===== config.mk =====
export PLATFORM = sky130hd
export DESIGN_NAME = column_1_normalize
export DESIGN_NICKNAME = d
export VERILOG_FILES = /design/src/rtl/column_1_normalize.sv
export SDC_FILE = /design/constraint.sdc
export NUM_CORES = 1
export LEC_CHECK = 0
export CAP_MARGIN = 20
export CORE_MARGIN = 4
export CORE_UTILIZATION = 53
export DETAILED_ROUTE_END_ITERATION = 12
export GPL_ROUTABILITY_DRIVEN = 0
export GPL_TIMING_DRIVEN = 0
export HOLD_SLACK_MARGIN = 0.06
export MAX_ROUTING_LAYER = met4
export PLACE_DENSITY = 0.81
export SLEW_MARGIN = 15
export SYNTH_ARGS = -nofsm -noshare
export SYNTH_HDL_FRONTEND = slang
export SYNTH_SLANG_ARGS = --single-unit

===== constraint.sdc =====
create_clock -name I_sys_clk -period 4.27 [get_ports I_sys_clk]
set_input_delay 0.6405 -clock I_sys_clk [delete_from_list [all_inputs] [get_ports I_sys_clk]]
set_output_delay 0.6405 -clock I_sys_clk [all_outputs]
set_load 0.05 [all_outputs]

===== src/rtl/column_1_normalize.sv =====
// Column-1 normalizer: cos = a11/amp, sin = a21/amp via two parallel restoring dividers.
// Optional `NORM_ROUND_EN adds a guard iteration and rounds half up instead of truncating.
module column_1_normalize #(
  parameter int FRAC_W = 14
) (
  input  logic                     I_sys_clk,
  input  logic                     I_sys_rstn,
  input  logic                     I_amp_valid,
  input  logic [16:0]              I_column_1_amp,
  input  logic [15:0]              I_a11,
  input  logic [15:0]              I_a21,
  output logic signed [FRAC_W+1:0] O_cos,
  output logic signed [FRAC_W+1:0] O_sin,
  output logic                     O_norm_valid,
  output logic                     O_div_zero,
  output logic                     O_busy
);

`ifdef NORM_ROUND_EN
  localparam int NITER = FRAC_W + 2;
`else
  localparam int NITER = FRAC_W + 1;
`endif
  localparam int OUT_W = FRAC_W + 2;
  localparam int REM_W = 18;
  localparam int CW    = $clog2(NITER);
  localparam logic [CW-1:0]  LAST_CNT = CW'(NITER - 1);
  localparam logic [NITER:0] ONE      = (NITER + 1)'(1) << FRAC_W;

  typedef enum logic [1:0] {S_IDLE, S_DIV, S_SIGN} state_t;

  state_t             state_q;
  logic [CW-1:0]      cnt_q;
  logic [16:0]        amp_q;
  logic [REM_W-1:0]   rem_x_q, rem_y_q;
  logic [REM_W-1:0]   rem_x_d, rem_y_d;
  logic [NITER-1:0]   q_x_q, q_y_q;
  logic               bit_x_d, bit_y_d;
  logic               neg_x_q, neg_y_q, zero_q;

  // |a| of a 16-bit two's-complement value; -32768 becomes 32768 in 17 bits.
  function automatic logic [16:0] mag17(input logic [15:0] a);
    return a[15] ? (17'd0 - {1'b1, a}) : {1'b0, a};
  endfunction

  // One restoring step: iteration 0 compares the unshifted remainder (integer bit).
  function automatic logic [REM_W:0] div_step(input logic [REM_W-1:0] rem,
                                               input logic [16:0]      amp,
                                               input logic             first);
    logic [REM_W-1:0] sh;
    sh = first ? rem : (rem << 1);
    if (sh >= {1'b0, amp}) return {sh - {1'b0, amp}, 1'b1};
    else                   return {sh, 1'b0};
  endfunction

  function automatic logic signed [OUT_W-1:0] finish_term(input logic [NITER-1:0] q,
                                                          input logic             neg);
    logic [NITER:0] m;
`ifdef NORM_ROUND_EN
    m = ({1'b0, q} + (NITER + 1)'(1)) >> 1;
`else
    m = {1'b0, q};
`endif
    // Any quotient with the integer bit set means |a| >= amp, so the clamp covers it.
    if (m > ONE) m = ONE;
    return neg ? (OUT_W'(0) - m[OUT_W-1:0]) : m[OUT_W-1:0];
  endfunction

  always_comb begin
    {rem_x_d, bit_x_d} = div_step(rem_x_q, amp_q, cnt_q == '0);
    {rem_y_d, bit_y_d} = div_step(rem_y_q, amp_q, cnt_q == '0);
  end

  // NOTE: sequential state uses non-blocking assignments only, so every register
  // samples the pre-edge values regardless of statement order.
  always_ff @(posedge I_sys_clk or negedge I_sys_rstn) begin
    if (!I_sys_rstn) begin
      state_q      <= S_IDLE;
      cnt_q        <= '0;
      amp_q        <= '0;
      rem_x_q      <= '0;
      rem_y_q      <= '0;
      q_x_q        <= '0;
      q_y_q        <= '0;
      neg_x_q      <= 1'b0;
      neg_y_q      <= 1'b0;
      zero_q       <= 1'b0;
      O_cos        <= '0;
      O_sin        <= '0;
      O_norm_valid <= 1'b0;
      O_div_zero   <= 1'b0;
      O_busy       <= 1'b0;
    end else begin
      O_norm_valid <= 1'b0;
      case (state_q)
        S_IDLE: begin
          if (I_amp_valid) begin
            rem_x_q <= {1'b0, mag17(I_a11)};
            rem_y_q <= {1'b0, mag17(I_a21)};
            neg_x_q <= I_a11[15];
            neg_y_q <= I_a21[15];
            amp_q   <= I_column_1_amp;
            zero_q  <= (I_column_1_amp == 17'd0);
            q_x_q   <= '0;
            q_y_q   <= '0;
            cnt_q   <= '0;
            O_busy  <= 1'b1;
            state_q <= S_DIV;
          end
        end
        S_DIV: begin
          rem_x_q <= rem_x_d;
          rem_y_q <= rem_y_d;
          q_x_q   <= {q_x_q[NITER-2:0], bit_x_d};
          q_y_q   <= {q_y_q[NITER-2:0], bit_y_d};
          cnt_q   <= cnt_q + CW'(1);
          if (cnt_q == LAST_CNT) state_q <= S_SIGN;
        end
        S_SIGN: begin
          O_cos        <= zero_q ? '0 : finish_term(q_x_q, neg_x_q);
          O_sin        <= zero_q ? '0 : finish_term(q_y_q, neg_y_q);
          O_div_zero   <= zero_q;
          O_norm_valid <= 1'b1;
          O_busy       <= 1'b0;
          state_q      <= S_IDLE;
        end
        default: state_q <= S_IDLE;
      endcase
    end
  end

endmodule


# Word-level counts from Yosys, hierarchy flattened
# Index checks and enable logic that the tools add are counted.
# word_totals
reg_bits	127
in_bits	52
wordCells	69
# op_classes
add_sub_neg	7
magnitude_cmp	4
n_eq_ne	5
n_mux	29
reduce_logical	9
# op_table
operator	count
2-to-1 mux 16 bit	6
2-to-1 mux 18 bit	4
case mux 18 bit (2 select lines)	2
case mux 15 bit (2 select lines)	2
2-to-1 mux 15 bit	3
2-to-1 mux 19 bit	2
greater-or-equal comparator 18 x 17 -> 1 bit	2
subtractor 18 x 17 -> 18 bit	2
2-to-1 mux 17 bit	2
subtractor 1 x 17 -> 17 bit, first input constant	2
subtractor 1 x 16 -> 16 bit, first input constant	2
> comparator 15 bit, second input constant	2
zero test 17 bit	1
case mux 4 bit (2 select lines)	1
AND reduction 2 bit	4
adder 4 x 1 -> 4 bit, second input constant	1
== test 4 bit, second input constant	1
zero test 4 bit	1
2-to-1 mux 2 bit	2
2-to-1 mux 4 bit	1
inequality test 2 bit, second input constant	2
case mux 2 bit (2 select lines)	1
nonzero test 2 bit	2
== test 2 x 1 -> 1 bit, second input constant	1
4 further kinds	5

# Logic depth before layout (Yosys ltp)
# Gate-level depths: netlist of the first run.
# logic_depth
word_depth	6
mapped_depth	18
depth_no_buf	15

# Worst setup path after synthesis of the first run
# Ideal clock, no wire load.
# synth_path
path_type	register to register
start	register cnt_q[0]
end	register rem_y_q[3]
setup_ns	0.122
t_arrival_ns	3.859
required_ns	4.148
setup_slack_ns	0.289
path_stages_with_launch	17
path_buffers	3
path_cell_list	dfrtp_1 inv_1 ha_1 or3b_1 buf_6 clkbuf_1 clkbuf_1 nand2_1 nand2_1 fa_1 a211oi_2 o211ai_1 a2111oi_2 o211ai_1 o21a_1 or3_1 a32o_1
# synth_between
elab_chain_cells	5
word_cells_on_any_way	6
cone_classes	add/sub: 1; order compare: 1; mux: 3; reduce/logical: 1
# synth_rtl
element	line_no	text
from (decl)	33	logic [CW-1:0] cnt_q;
from (signal assigned)	116	cnt_q <= cnt_q + CW'(1);
zero test 4 bit (*)	71	{rem_y_d, bit_y_d} = div_step(rem_y_q, amp_q, cnt_q == '0);
2-to-1 mux 18 bit (*)	51	sh = first ? rem : (rem << 1);
subtractor 18 x 17 -> 18 bit / greater-or-equal comparator 18 x 17 -> 1 bit (equally long branches)	52	if (sh >= {1'b0, amp}) return {sh - {1'b0, amp}, 1'b1};
2-to-1 mux 19 bit (*)	52	
case mux 18 bit (2 select lines) (*)	95	case (state_q)
to (signal assigned)	99	rem_y_q <= {1'b0, mag17(I_a21)};
to (signal assigned)	113	rem_y_q <= rem_y_d;
to (decl)	35	logic [REM_W-1:0] rem_x_q, rem_y_q;
# Every way passes the cells marked *; elsewhere a longest branch is shown, timed or not.
# A chain may end at the register's enable or synchronous reset.

# Final worst setup path of the first run
# layout_path
start	register cnt_q[0]
end	register rem_y_q[13]
# The elaborated chain is that of the path after synthesis.

==> key figures, run 1 <==
Status
  – Status: finished, final reports clean

Timing
  – Min Tclk post-route: 4.12 ns
  – Unrepaired setup endpoints after global routing: false
  – Fin. Hold Viols: 0
  – Pins Over Slew Limit: 0
  – Clk_skew: 0.0100 ns
  – Final setup vio count: 0
  – Setup TNS: 0 ns
  – Relative slew slack: 50.5%
  – Final worst path period share: 96.4%
  – Fmax: 0.243 GHz
  – Worst Tran Pin Value: 0.743 ns

Synthesis
  – Synth Area per Inst: 8.26 um^2
  – EDFF count, synth: 0
  – Synth Flop Type: dfrtp_1
  – Cell area after synthesis: 8810 um^2
  – Async SR Flop Fraction: 100%
  – Synth unique cells: 77
  – Yosys warning count: 0
  – Seq/Total Area, Yosys: 36.1%
  – Synthesis-stage register bit count: 127
  – Syn nets: 1162
  – Cells after Synth: 1067

Critical path
  – Worst R2R Start: cnt_q[0]
  – Worst path most repeated cell: nand2_1
  – Type of origin of the critical path: flip-flop
  – Worst Path Max Fanout: 19
  – Worst Setup SP: cnt_q[0]
  – Max incr delay on CP: 0.43 ns
  – R2R cell count: 16
  – R2R Path End: rem_y_q[13]
  – WS Path Type: flip-flop to flip-flop
  – Crit. End Element: flip-flop
  – Worst R2R Setup Slack: 0.15 ns
  – Slowest-stage cell, CP: dfrtp_1
  – Crit-path cells: inv_2, ha_4, or3b_1, buf_6, buf_4, nand2_1, nand2_1, ha_1, nand3_1, o21ba_2, o31ai_1, a21oi_1, a21o_1, a211oi_1, nor4_4, a311o_1
  – WP data required: 4.58 ns
  – Crit path DAT: 4.43 ns
  – Critical Path End: rem_y_q[13]

Clock tree
  – Reg clk slew, reported paths: 0.06 ns
  – Hold Buf Count CTS: 0
  – CTS tree: built
  – CTS Buf Count: 17
  – Clock sink total: 127
  – Clock Root Buffer: clkbuf_16
  – H-Tree Depth: 4
  – Max clock buf depth: 2
  – Clock latency on the worst-skew pair: 0.44 ns

Route
  – Drt pass-1 iters: 6
  – Post-DR vias/cell: 6.19
  – Final WL: 26500 um
  – Residual DRC: 0
  – Post-route ant nets: 0
  – Via count: 8715
  – DRT iter0 DRCs: 877
  – Avg WL per Cell: 18.8 um

Worst hold path
  – HP Class: input pin to asynchronous set/reset pin

Place
  – Dpl hpwl: 19200 um
  – PortBufs: 85
  – Area post-placement: 9970 um^2
  – Cell total after placement: 1370

Die
  – Core area: 16100 um^2
  – Die width: 137 um
  – Ports: 87
  – Row cnt: 46
  – Total die area: 18800 um^2
  – Starting Density: 54.7%
  – Die span in y: 137 um

Layout
  – Final nets: 1275
  – Layout cells sized above 1: 7.04%
  – N_diodes: 0
  – Fin cells: 1409
  – Fillcell total: 1301
  – Commonest non-fill, non-tap cell in the layout: nand2_1
  – Most frequent cells in the layout: nand2_1, dfrtp_1, o21ai_0, clkdlybuf4s50_1, a21oi_1
  – Final instance area: 10700 um^2
  – P&R area growth vs syn: 21.6%

GRT
  – First-pass GRT wire length: 42100 um
  – Initial antenna violation count: 0
  – Largest net degree at the start of global routing: 67
  – Vias in the first global route: 8178
  – Total track usage: 29.5%
  – Gr ovfl total: 0

Flow run
  – Max Cap Violations: 0
-- cell families after synthesis --
logic type,synth area share [%]
simple gates,20.6
compound gates,24.9
flops,36.1
buf+inv,4.12
xor+xnor,6.66
fa+ha+maj,6.27
mux,1.49
-- worst min-delay path by stage --
stage	from	endpoint	slack, ns	cells past startpoint
floorplan	I_sys_rstn	O_busy	0.34	0
global placement	O_sin[15]	O_sin[15]	0.45	2
detailed placement	O_sin[13]	O_sin[13]	0.46	2
CTS	I_sys_rstn	O_sin[15]	0.22	1
global route	I_sys_rstn	O_sin[15]	0.23	1
finish	I_sys_rstn	O_sin[15]	0.17	1
-- state kept, by name, summed over array words and instances (netlist names), 4 cells and up --
signal,cells
q_y_q,15
cnt_q,4
rem_x_q,18
O_cos,16
amp_q,17
rem_y_q,18
O_sin,16
q_x_q,15
-- what timing repair did --
action | 4_1_cts | 5_1_grt
gates cloned | 0 | 0
setup endpoints to repair | 38 | 28
pin swaps | 5 | 6
gates resized for setup | 15 | 23
buffers inserted | 4 | 5
-- synthesized netlist by cell type, drive strengths merged (16+ instances only) --
master / n / area (um^2)
inv: 35 / 131
o31ai: 16 / 125
a21o: 21 / 158
dfrtp: 127 / 3180
nand2: 242 / 908
clkbuf: 48 / 180
nor3: 16 / 85.1
nand3: 18 / 90.1
a22o: 29 / 254
a21oi: 57 / 304
o21ai: 105 / 529
xnor2: 32 / 280
ha: 41 / 513
xor2: 35 / 307
nor2: 36 / 135
-- per-stage QoR --
| step | hold slack (ns) | setup WS (ns) | util, % |
|---|---|---|---|
| 3_5_place_dp | 0.462 | -0.707 | 61.9 |
| 6_report | 0.168 | 0.153 | 66.5 |
| 2_1_floorplan | 0.345 | 0.289 | - |
| 3_3_place_gp | 0.454 | -2.31 | 61.7 |
| 5_1_grt | 0.226 | 0.0127 | 66.5 |
| 4_1_cts | 0.223 | 0.00815 | 65.9 |
-- routing by layer --
metal  share of wire (%)  vias up  global-route usage (%)  wire length, um
li1                    -     4074                       -                -
met1                  41     4094                    36.6            10800
met2                  46      444                    45.4            12100
met3                 9.1      103                    7.98             2420
met4                 4.6        0                    12.9             1210
met5                   0        -                       -                0
-- critical path: cells and delay by family (launching register included) --
family,cells,cell delay [ns]
AOI/OAI and AO/OA,6,1.79
adders and majority gates,2,0.51
buffers and inverters,3,0.49
DFF,1,0.43
and+or+nand+nor,5,0.76
-- area by class of cell --
| cell class | instances | area, um^2 | share of cell area [%] |
|---|---|---|---|
| clock inverters | 13 | 115 | 1.07 |
| repair buffers | 96 | 955 | 8.91 |
| flip-flops and latches | 127 | 3180 | 29.6 |
| well taps | 216 | 270 | 2.52 |
| inverters | 35 | 131 | 1.23 |
| clock buffers | 19 | 443 | 4.13 |
| plain buffers | 55 | 240 | 2.24 |
| multi-input cells | 848 | 5390 | 50.3 |
Power of run 1 is left out: the tool's default activity adds up to more than one toggle a clock period on the data nets, which glitch-free logic cannot reach.
==> inputs of run 2 (changes only) <==
--- a/config.mk
+++ b/config.mk
@@ -5,7 +5,6 @@
 export SDC_FILE = /design/constraint.sdc
 export NUM_CORES = 1
 export LEC_CHECK = 0
-export CAP_MARGIN = 20
 export CORE_MARGIN = 4
 export CORE_UTILIZATION = 53
 export DETAILED_ROUTE_END_ITERATION = 12
==> run 2 against run 1 <==
- clock skew decreased by 0.00067 ns
- wire length increased by 2.3%
- critical path type unchanged
- register-to-register slack got worse by 0.06 ns
- highest routed layer unchanged
- worst hold slack improved by 0.0079 ns
- clock-buffer cell count decreased by 2
- design area increased by 1.4%
- die area unchanged
- first-iteration DRC count increased by 10%
- cell count increased by 0.64%
- flip-flop and latch count unchanged
- sequential share of layout area decreased by 0.40 points
==> key figures, run 2 (synthesis gave the netlist of run 1 again) <==
Critical path
  – Worst Path Max Fanout: 10
  – Worst R2R Setup Slack: 0.09 ns
  – R2R cell count: 15
  – WS Path Type: flip-flop to flip-flop
  – R2R Path End: rem_y_q[3]
  – Crit path DAT: 4.51 ns
  – WP data required: 4.60 ns
  – Worst Setup SP: cnt_q[0]
  – Type of origin of the critical path: flip-flop
  – Crit. End Element: flip-flop
  – Critical Path End: rem_y_q[3]
  – Worst R2R Start: cnt_q[0]

Route
  – Via count: 8804
  – Residual DRC: 0
  – Final WL: 27100 um
  – DRT iter0 DRCs: 968
  – Post-route ant nets: 0
  – Post-DR vias/cell: 6.21
  – Avg WL per Cell: 19.1 um
  – Drt pass-1 iters: 5

Die
  – Die span in y: 137 um
  – Total die area: 18800 um^2
  – Row cnt: 46
  – Die width: 137 um
  – Starting Density: 54.7%
  – Ports: 87
  – Core area: 16100 um^2

GRT
  – Total track usage: 30.1%
  – Largest net degree at the start of global routing: 67
  – Initial antenna violation count: 0
  – First-pass GRT wire length: 42800 um
  – Vias in the first global route: 8347
  – Gr ovfl total: 0

Clock tree
  – Clock Root Buffer: clkbuf_16
  – Clock sink total: 127
  – Reg clk slew, reported paths: 0.06 ns
  – CTS Buf Count: 17
  – CTS tree: built
  – H-Tree Depth: 4
  – Clock latency on the worst-skew pair: 0.44 ns
  – Max clock buf depth: 2
  – Hold Buf Count CTS: 0

Place
  – PortBufs: 85
  – DP Worst Slack: -0.845 ns
  – Cell total after placement: 1369
  – Dpl hpwl: 19200 um
  – Area post-placement: 9960 um^2

Layout
  – Final instance area: 10900 um^2
  – Biggest registers after layout: rem_x_q (18), rem_y_q (18), amp_q (17)
  – Fillcell total: 1266
  – Final nets: 1284
  – Layout cells sized above 1: 7.82%
  – Commonest non-fill, non-tap cell in the layout: nand2_1
  – P&R area growth vs syn: 23.3%
  – N_diodes: 0
  – Fin cells: 1418
  – Most frequent cells in the layout: nand2_1, dfrtp_1, o21ai_0, clkdlybuf4s50_1, a21oi_1

Timing
  – Clk_skew: 0.00933 ns
  – Fin worst setup slack: 0.0888 ns
  – Min Tclk post-route: 4.18 ns
  – Fin. Hold Viols: 0
  – Relative slew slack: 47.0%
  – Fmax: 0.239 GHz
  – Worst Tran Pin Value: 0.795 ns
  – Pins Over Slew Limit: 0
  – Final worst path period share: 97.9%
  – Final setup vio count: 0

Status
  – Status: finished, final reports clean

Flow run
  – Max Cap Violations: 0

Worst hold path
  – HP Class: input pin to asynchronous set/reset pin
run 2: cell types whose count changed in the layout (fill, tap and decap cells not counted), moves of 2 or more:
cell and delta:
clkinv_4 +2, bufinv_16 +4, buf_4 +8, clkinvlp_4 -4
nand2_2 +2, clkinv_2 -2, o311ai_2 -2
run 2: what timing repair did:
action	in CTS	in global routing
endpoints found under the setup margin	38	29
setup buffers	5	13
cloned	0	0
gates resized for setup	19	15
pin swaps	5	10
run 2: through the flow:
step / hold WS, ns / util (%) / setup TNS [ns]
final: 0.176 / 67.4 / 0
after detailed placement: 0.462 / 61.8 / -21.80
after global routing: 0.237 / 67.4 / -0.0750
after CTS: 0.213 / 66.6 / 0
after floorplan: 0.345 / - / 0
after global placement: 0.454 / 61.7 / -309.95
run 2: worst min path at each step:
stage / startpoint / end / slack, ns / cells after the start
2_1_floorplan: I_sys_rstn / O_busy / 0.34 / 0
3_3_place_gp: O_sin[15] / O_sin[15] / 0.45 / 2
3_5_place_dp: O_sin[13] / O_sin[13] / 0.46 / 2
4_1_cts: I_sys_rstn / O_sin[15] / 0.21 / 1
5_1_grt: I_sys_rstn / O_sin[15] / 0.24 / 1
6_report: I_sys_rstn / O_sin[15] / 0.18 / 1
run 2: layout make-up:
type | instances | area, um^2 | area share (%)
multi-input cells | 848 | 5360 | 49.4
flip-flops and latches | 127 | 3180 | 29.3
repair buffers | 104 | 1010 | 9.34
clock buffers | 17 | 425 | 3.92
well taps | 216 | 270 | 2.49
plain buffers | 56 | 249 | 2.29
clock inverters | 15 | 233 | 2.14
inverters | 35 | 131 | 1.21
run 2: routing by layer:
layer	track usage [%]	wire (um)
met5	-	0
met4	15.6	1330
met3	5.96	2150
met2	47.1	12500
met1	36.9	11100
run 2: critical path, cell delays in order, from the launching register on:
cell       delay, ns
dfrtp_1         0.42
inv_2           0.10
ha_4            0.15
nor3b_4         0.41
buf_4           0.20
clkbuf_2        0.29
nand2_1         0.11
nand2_1         0.14
ha_4            0.24
a211oi_1        0.25
o211ai_1        0.25
a2111oi_4       0.48
o211ai_1        0.18
o21a_2          0.22
or3_1           0.38
a32o_1          0.24
Power of run 2 is left out for the same reason.
